[config.mk]
export PLATFORM = sky130hd
export DESIGN_NAME = pong_game_ctrl
export DESIGN_NICKNAME = d
export VERILOG_FILES = /design/src/rtl/pong_game_ctrl.sv
export SDC_FILE = /design/constraint.sdc
export NUM_CORES = 1
export LEC_CHECK = 0
export ABC_AREA = 0
export ABC_CLOCK_PERIOD_IN_PS = 2700
export BUFFER_PORTS_ARGS = -buffer_cell sky130_fd_sc_hd__buf_4
export CAP_MARGIN = 10
export CORE_ASPECT_RATIO = 1.1
export CORE_MARGIN = 3
export CORE_UTILIZATION = 59
export CTS_CLUSTER_DIAMETER = 40
export DETAILED_ROUTE_END_ITERATION = 6
export GPL_TIMING_DRIVEN = 0
export HOLD_SLACK_MARGIN = 0.03
export PLACE_DENSITY = 0.8
export SLEW_MARGIN = 25
export SYNTH_ARGS = -nofsm -noshare
export SYNTH_HDL_FRONTEND = slang
export SYNTH_SLANG_ARGS = --single-unit
[constraint.sdc]
create_clock -name clk -period 2.7 [get_ports clk]
set_clock_uncertainty 0.2 [all_clocks]
set_input_delay 0.27 -clock clk [delete_from_list [all_inputs] [get_ports clk]]
set_output_delay 0.27 -clock clk [all_outputs]
set_load 0.02 [all_outputs]
[src/rtl/pong_game_ctrl.sv]
// Pong match sequencer: match FSM, game tick, serve direction, scoring and win detection.
// Define PONG_CTRL_ATTRACT_EN to let the ball run in IDLE (attract/demo mode).
module pong_game_ctrl #(
  parameter int unsigned TICK_DIV    = 65536,
  parameter int unsigned WIN_SCORE   = 11,
  parameter int unsigned SERVE_TICKS = 60,
  parameter int unsigned POINT_TICKS = 30
) (
  input  logic       clk,
  input  logic       rst_n,
  input  logic       ui_start,
  input  logic       ui_pause,
  input  logic       player_point_i,
  input  logic       opp_point_i,
  output logic       step_o,
  output logic       ball_reset_o,
  output logic       serve_dir_o,
  output logic       paddles_en_o,
  output logic [7:0] score_o,
  output logic [2:0] state_o,
  output logic       winner_o,
  output logic       demo_o
);

  localparam int unsigned TickW    = (TICK_DIV > 2) ? $clog2(TICK_DIV) : 1;
  localparam int unsigned PhaseMax = (SERVE_TICKS > POINT_TICKS) ? SERVE_TICKS : POINT_TICKS;
  localparam int unsigned PhaseW   = (PhaseMax > 1) ? $clog2(PhaseMax) : 1;

  localparam logic [TickW-1:0]  TickLast  = TickW'(TICK_DIV - 1);
  localparam logic [PhaseW-1:0] ServeLast = PhaseW'(SERVE_TICKS - 1);
  localparam logic [PhaseW-1:0] PointLast = PhaseW'(POINT_TICKS - 1);
  localparam logic [3:0]        WinScore  = 4'(WIN_SCORE);

  typedef enum logic [2:0] {
    StIdle   = 3'd0,
    StServe  = 3'd1,
    StPlay   = 3'd2,
    StPoint  = 3'd3,
    StPaused = 3'd4,
    StOver   = 3'd5
  } state_e;

  state_e            state_q, state_d;
  logic [TickW-1:0]  tick_q, tick_d;
  logic [PhaseW-1:0] phase_q, phase_d;
  logic [3:0]        p_score_q, p_score_d, o_score_q, o_score_d;
  logic              winner_q, winner_d;
  logic              serve_dir_q, serve_dir_d;
  logic              step_q, step_d;
  logic              ball_reset_q, ball_reset_d;
  logic              paddles_en_q;
  logic              start_q, pause_q, armed_q;
  logic              start_edge, pause_edge, tick;
  logic              p_only, o_only;
  logic [3:0]        p_inc, o_inc;

  // armed_q masks the first cycle after reset so a held button gives no edge.
  assign start_edge = armed_q & ui_start & ~start_q;
  assign pause_edge = armed_q & ui_pause & ~pause_q;
  assign tick       = (tick_q == TickLast);
  assign p_only     = player_point_i & ~opp_point_i;
  assign o_only     = opp_point_i & ~player_point_i;
  assign p_inc      = p_score_q + 4'd1;
  assign o_inc      = o_score_q + 4'd1;

  always_comb begin
    state_d      = state_q;
    tick_d       = tick ? '0 : tick_q + TickW'(1);
    phase_d      = phase_q;
    p_score_d    = p_score_q;
    o_score_d    = o_score_q;
    winner_d     = winner_q;
    serve_dir_d  = serve_dir_q;
    step_d       = 1'b0;
    ball_reset_d = 1'b0;

    unique case (state_q)
      StIdle, StOver: begin
        if (start_edge) begin
          p_score_d    = 4'd0;
          o_score_d    = 4'd0;
          winner_d     = 1'b0;
          ball_reset_d = 1'b1;
          state_d      = StServe;
        end
`ifdef PONG_CTRL_ATTRACT_EN
        else if (state_q == StIdle) begin
          step_d = tick;
          if (player_point_i | opp_point_i) begin
            ball_reset_d = 1'b1;
            serve_dir_d  = ~serve_dir_q;
          end
        end
`endif
      end
      StServe: begin
        if (tick) phase_d = phase_q + PhaseW'(1);
        if (tick && phase_q == ServeLast) state_d = StPlay;
      end
      StPlay: begin
        if (p_only) begin
          p_score_d   = p_inc;
          serve_dir_d = 1'b1;
          if (p_inc == WinScore) begin
            state_d  = StOver;
            winner_d = 1'b1;
          end else begin
            state_d = StPoint;
          end
        end else if (o_only) begin
          o_score_d   = o_inc;
          serve_dir_d = 1'b0;
          if (o_inc == WinScore) begin
            state_d  = StOver;
            winner_d = 1'b0;
          end else begin
            state_d = StPoint;
          end
        end else if (player_point_i && opp_point_i) begin
          state_d = StPoint;
        end else if (pause_edge) begin
          state_d = StPaused;
        end else begin
          step_d = tick;
        end
      end
      StPoint: begin
        if (tick) phase_d = phase_q + PhaseW'(1);
        if (tick && phase_q == PointLast) begin
          ball_reset_d = 1'b1;
          state_d      = StServe;
        end
      end
      StPaused: begin
        tick_d = tick_q;
        if (pause_edge) state_d = StPlay;
      end
      default: state_d = StIdle;
    endcase

    if (state_d != state_q) begin
      tick_d  = '0;
      phase_d = '0;
    end
  end

  always_ff @(posedge clk) begin
    if (!rst_n) begin
      state_q      <= StIdle;
      tick_q       <= '0;
      phase_q      <= '0;
      p_score_q    <= 4'd0;
      o_score_q    <= 4'd0;
      winner_q     <= 1'b0;
      serve_dir_q  <= 1'b1;
      step_q       <= 1'b0;
      ball_reset_q <= 1'b0;
      paddles_en_q <= 1'b0;
      start_q      <= 1'b0;
      pause_q      <= 1'b0;
      armed_q      <= 1'b0;
    end else begin
      state_q      <= state_d;
      tick_q       <= tick_d;
      phase_q      <= phase_d;
      p_score_q    <= p_score_d;
      o_score_q    <= o_score_d;
      winner_q     <= winner_d;
      serve_dir_q  <= serve_dir_d;
      step_q       <= step_d;
      ball_reset_q <= ball_reset_d;
      paddles_en_q <= (state_d == StServe) || (state_d == StPlay);
      start_q      <= ui_start;
      pause_q      <= ui_pause;
      armed_q      <= 1'b1;
    end
  end

`ifdef PONG_CTRL_ATTRACT_EN
  logic demo_q;
  always_ff @(posedge clk) begin
    if (!rst_n) demo_q <= 1'b0;
    else        demo_q <= (state_d == StIdle);
  end
  assign demo_o = demo_q;
`else
  assign demo_o = 1'b0;
`endif

  assign step_o       = step_q;
  assign ball_reset_o = ball_reset_q;
  assign serve_dir_o  = serve_dir_q;
  assign paddles_en_o = paddles_en_q;
  assign score_o      = {o_score_q, p_score_q};
  assign state_o      = state_q;
  assign winner_o     = winner_q;

endmodule

# Word level (Yosys, flattened, before mapping)
# Index checks and enable logic that the tools add are counted.
[totals]
ff_bits = 41
inputBits = 6
out_inout_bits = 17
wordCells = 95
[op_classes]
n_addsub = 4
n_eq_ne = 20
mux = 30
bitwise_logic = 12
n_reduce_logical = 16
[op_table]
columns = ["op", "count"]
rows = [
  ["3-bit two-way mux", 10],
  ["16-bit by 1-bit adder with 16-bit output, second input constant", 1],
  ["16-bit == test, second input constant", 1],
  ["16-bit two-way mux", 1],
  ["4-bit two-way mux", 4],
  ["4-bit one-hot mux with 2 select lines", 2],
  ["3-bit one-hot mux with 5 select lines", 1],
  ["1-bit two-way mux", 10],
  ["3-bit by 2-bit == test with 1-bit output, second input constant", 3],
  ["3-bit inequality test, second input constant", 3],
  ["4-bit by 1-bit adder with 4-bit output, second input constant", 2],
  ["4-bit == test, second input constant", 2],
  ["2-bit inequality test, second input constant", 4],
  ["6-bit by 1-bit adder with 6-bit output, second input constant", 1],
  ["1-bit bitwise AND", 6],
  ["3-bit by 1-bit == test with 1-bit output, second input constant", 2],
  ["3-bit == test, second input constant", 2],
  ["6-bit by 5-bit == test with 1-bit output, second input constant", 1],
  ["6-bit == test, second input constant", 1],
  ["1-bit inverter", 6],
  ["2-bit OR reduction", 3],
  ["6-bit OR reduction", 1],
  ["5-bit AND reduction", 1],
  ["1-bit one-hot mux with 2 select lines", 2],
  ["8 further kinds", 12],
]

# Logic depth before layout (Yosys ltp)
[depth]
depth_word = 9
ltp_mapped = 10
depth_no_buf = 8

# Worst setup path after synthesis
# No wires, ideal clock.
[synth_path]
kind = "flip-flop to flip-flop"
startpoint = "register o_score_q[0]"
endpoint = "register paddles_en_q (netlist: paddles_en_o)"
setup_ns = 0.072
arrival_time_ns = 2.069
required_ns = 2.428
setup_slack_ns = 0.359
path_stages_with_launch = 8
period_less_slack_ns = 2.341
path_cell_list = "dfxtp_1 -> ha_1 -> nand4_1 -> or4_1 -> o21ai_0 -> nor3_1 -> nor4b_1 -> mux2i_1"
[synth_between]
elab_chain_cells = 8
[synth_lines]
columns = ["element", "line", "source"]
rows = [
  ["start, declared", "46", "logic [3:0] p_score_q, p_score_d, o_score_q, o_score_d;"],
  ["start signal, assigned", "167", "o_score_q <= o_score_d;"],
  ["4-bit by 1-bit adder with 4-bit output *", "64", "assign o_inc = o_score_q + 4'd1;"],
  ["4-bit == test *", "113", "if (o_inc == WinScore) begin"],
  ["3-bit two-way mux *", "113", ""],
  ["3-bit two-way mux *", "110", "end else if (o_only) begin"],
  ["3-bit two-way mux *", "101", "if (p_only) begin"],
  ["3-bit one-hot mux with 5 select lines *", "77", "unique case (state_q)"],
  ["3-bit by 1-bit == test with 1-bit output / 3-bit by 2-bit == test with 1-bit output (equally long branches)", "172", "paddles_en_q <= (state_d == StServe) || (state_d == StPlay);"],
  ["1-bit logical OR *", "172", ""],
  ["end signal, assigned", "172", ""],
  ["end, declared", "51", "logic paddles_en_q;"],
]
# Every way passes the cells marked *; elsewhere a longest branch is shown, timed or not.
# A chain may end at the register's enable or synchronous reset.

# Worst setup path after layout
[layout_path]
startpoint = "register tick_q[0]"
endpoint = "register tick_q[13]"
[layout_between]
elab_chain_cells = 6
[layout_lines]
columns = ["element", "line", "source"]
rows = [
  ["start, declared", "44", "logic [TickW-1:0] tick_q, tick_d;"],
  ["start signal, assigned", "164", "tick_q <= tick_d;"],
  ["16-bit == test", "60", "assign tick = (tick_q == TickLast);"],
  ["1-bit logical AND, on equally long branches", "129, 98", ""],
  ["3-bit two-way mux, on equally long branches", "129, 98", ""],
  ["3-bit one-hot mux with 5 select lines", "77", ""],
  ["3-bit inequality test", "141", "if (state_d != state_q) begin"],
  ["2-bit OR reduction (no source line)", "--", ""],
]
# Several ways; a longest one is shown, not always the timed one.

==> flow_metrics.py <==
metrics = {
    "status": {
        "outcome": "completed",
    },
    "route": {
        "wl_per_cell_um": 14.0,
        "remaining_drc_errors": 0,
        "drt_first_iter_violations": 154,
        "drt_first_pass_iters": 4,
        "drtAntennaViolNets": 0,
        "detail_route.vias_per_cell": 5.59,
        "routed_wirelength_um": 5120,
        "vias": 2039,
    },
    "yosys": {
        "yosys_warnings": 0,
        "proportion_of_synthesized_flip_flops_having_asynchronous_set_or_reset_pct": 0,
        "synth_top_cell_by_area": "sky130_fd_sc_hd__dfxtp_1",
        "syn-mean-instance-area_um2": 8.21,
        "synth-seq-cells": 41,
        "synth_top_flop_cell": "sky130_fd_sc_hd__dfxtp_1",
        "yosys.area.top_type_share_pct": 35.3,
        "yosysSeqAreaShare_pct": 35.3,
        "synthDistinctLibCells": 52,
        "synth-edff-count": 0,
        "syn-instance-count": 283,
        "syn_area_um2": 2320,
        "syn-num-nets": 299,
        "synth_top_cells_by_area": "sky130_fd_sc_hd__dfxtp_1 (35%), sky130_fd_sc_hd__ha_1 (5.4%), sky130_fd_sc_hd__nor2_1 (5.3%)",
    },
    "final_layout": {
        "multiInputGateArea_um2": 1400,
        "nNetsFinal": 330,
        "final_common_cell": "sky130_fd_sc_hd__dfxtp_1",
        "fill_cells": 293,
        "sequential_cell_area_um2": 821,
        "antenna_diodes": 0,
        "drive_above_1_share_pct": 14.9,
        "synthesis_to_finish_area_growth_pct": 17.1,
        "most-common-layout-cells": "sky130_fd_sc_hd__dfxtp_1 (41), sky130_fd_sc_hd__nor2_1 (33), sky130_fd_sc_hd__buf_4 (24)",
    },
    "cts": {
        "cts_root_buffer": "sky130_fd_sc_hd__clkbuf_8",
        "cts_post_setup_buffers_inserted": 0,
        "h_tree_depth": 2,
        "cts-buffers-inserted": 5,
        "clock_path_buffers": 2,
        "cts_tree": "built",
        "clk_pin_slew_ps": 80,
        "cts_num_sinks": 41,
        "insertion_delay_ps": 290,
    },
    "grt": {
        "globalRoute.totalOverflow": 0,
        "grt_first_pass_wirelength_um": 8980,
        "via_count_of_the_first_global_routing_pass": 1933,
        "number_of_antenna_violations_at_the_first_check_in_global_routing": 0,
        "globalRoute.busiestLayer": "met2",
        "groute.layer.met3.usage_pct": 5.17,
        "grt.met1_usage_pct": 31.7,
        "grtUsageMet2_pct": 39.1,
        "largest_net_degree_at_the_start_of_global_routing": 14,
        "track_usage_pct": 24.0,
    },
    "power_and_ir_drop": {
        "power_density_nw_per_um2": 477,
        "p_leak_nw": 1.00,
        "vdd_drop_max_mv": 0.367,
    },
    "worst_hold_path": {
        "hold_path.class": "input pin to register",
        "worstHoldStart": "opp_point_i",
    },
    "timing": {
        "final.setup.tns_ps": 0,
        "period_minus_slack_ps": 2530,
        "timing.final.max_slew_violations": 0,
        "tightest_slew_ps": 601,
        "timing.slew.headroom_pct": 59.8,
        "rsz_0062_raised_after_global_routing": "false",
        "final-setup-viol-count": 0,
        "min_period_over_period_pct": 93.5,
        "final_hold_viol_count": 0,
        "hold-worst-slack_ps": 209,
        "achievable-frequency_mhz": 396,
    },
    "critical_path": {
        "critical_path_arrival_ps": 2500,
        "r2r-start": "tick_q[0]",
        "path_cells": "ha_1 -> nand4_1 -> or4_1 -> buf_2 -> nor4_2 -> nor3_1 -> nand3_2 -> buf_4 -> nor3_1",
        "cp-startpoint": "tick_q[0]",
        "critPathMaxFanout": 10,
        "kind_of_end_point_of_the_critical_path": "register",
        "worst_path_max_delay_cell": "sky130_fd_sc_hd__or4_1",
        "critPathMaxStageDelay_ps": 490,
        "crit_top_cell": "sky130_fd_sc_hd__nor3_1",
        "crit_type": "register to register",
        "worst_ep_required_ps": 2680,
        "worst_setup_path_start_kind": "register",
    },
    "die": {
        "die-width_um": 65.9,
        "fp.dieH_um": 71.8,
        "top_level_ports": 23,
        "placementRows": 23,
        "design.core.area_um2": 3710,
        "dieArea_um2": 4730,
        "start_util_pct": 62.6,
    },
    "run": {
        "maxCapViolations": 0,
    },
    "placement": {
        "dpl.hpwl_um": 3590,
        "gp_routability_congestion": 0.792,
        "port_buffers": 21,
    },
}
synthesized netlist by cell type (7+ instances only):
| library cell | count |
|---|---|
| sky130_fd_sc_hd__xor2_1 | 10 |
| sky130_fd_sc_hd__nor3_1 | 12 |
| sky130_fd_sc_hd__and2_1 | 10 |
| sky130_fd_sc_hd__nand2_1 | 18 |
| sky130_fd_sc_hd__xnor2_1 | 11 |
| sky130_fd_sc_hd__nand3_1 | 16 |
| sky130_fd_sc_hd__clkbuf_1 | 10 |
| sky130_fd_sc_hd__dfxtp_1 | 41 |
| sky130_fd_sc_hd__nand4_1 | 8 |
| sky130_fd_sc_hd__ha_1 | 10 |
| sky130_fd_sc_hd__a21oi_1 | 7 |
| sky130_fd_sc_hd__inv_1 | 10 |
| sky130_fd_sc_hd__o21ai_0 | 12 |
| sky130_fd_sc_hd__nor2_1 | 33 |
routing by layer:
metal	vias to the layer above	wire (um)
met5	-	0
met4	0	88
met3	11	196
met2	43	2470
met1	934	2360
li1	1051	-
worst max-delay path: cells and delay by family, from the launching register on:
| family | cells | cell delay, ps |
|---|---|---|
| adder cells (fa/ha/maj) | 1 | 220 |
| buffers and inverters | 2 | 370 |
| flip-flops | 1 | 380 |
| AND/OR/NAND/NOR | 6 | 1220 |
cells by family (layout without fill, tap and decap cells):
family	after synthesis	count (layout)	synth area share [%]
flops	41	41	35.3
compound gates	40	40	11.1
mux	2	2	0.861
fa+ha+maj	10	10	5.38
buf+inv	26	58	4.84
simple gates	142	142	34.4
other cells	1	1	0.161
xor+xnor	21	21	7.91
report_power, final:
part | switching [W] | leakage [nW] | internal [W] | total, W
Combinational | 0.0000542 | 0.603 | 0.0000423 | 0.0000966
Clock | 0.000212 | 0.0681 | 0.000367 | 0.000579
Sequential | 0.00000871 | 0.332 | 0.000614 | 0.000623
Total | 0.000275 | 1.00 | 0.00102 | 0.00130
state kept, by name (all words and copies together) (netlist names):
name / count
armed_q: 1
ball_reset_o: 1
o_score_q: 4
p_score_q: 4
paddles_en_o: 1
pause_q: 1
phase_q: 6
serve_dir_o: 1
start_q: 1
state_o: 3
step_o: 1
tick_q: 16
winner_o: 1
per-stage QoR:
step           power, W  setup slack (ps)  std cells  util, %  instance area (um2)
5_1_grt         0.00135              16.0        365     73.3                 2720
3_5_place_dp   0.000727              52.9        354     68.6                 2540
6_report        0.00130               174        365     73.3                 2720
2_1_floorplan  0.000698               359        283        -                 2320
3_3_place_gp   0.000727               107        354     68.6                 2540
4_1_cts         0.00131               113        365     73.0                 2710
layout make-up:
class,instances,area share [%]
tap,50,2.30
timing repair buffer,24,6.90
buffer,16,2.76
clock inverter,3,2.39
inverter,10,1.38
sequential,41,30.2
clock buffer,5,2.53
multi-input combinational,216,51.6
timing repair:
item                                    CTS  global route
endpoints found under the setup margin    0            15
hold buffers                              3             0
gates resized for setup                   0             2
endpoints found under the hold margin     3             0
path summary, 6_finish.rpt:
check | to | cells past startpoint | slack (ps)
worst max-delay path | tick_q[13] | 9 | 170
worst min-delay path | serve_dir_o | 4 | 210
worst min register to register | tick_q[1] | 2 | 300
worst max register to register | tick_q[13] | 9 | 170
Power figures use the tool's default switching activity.
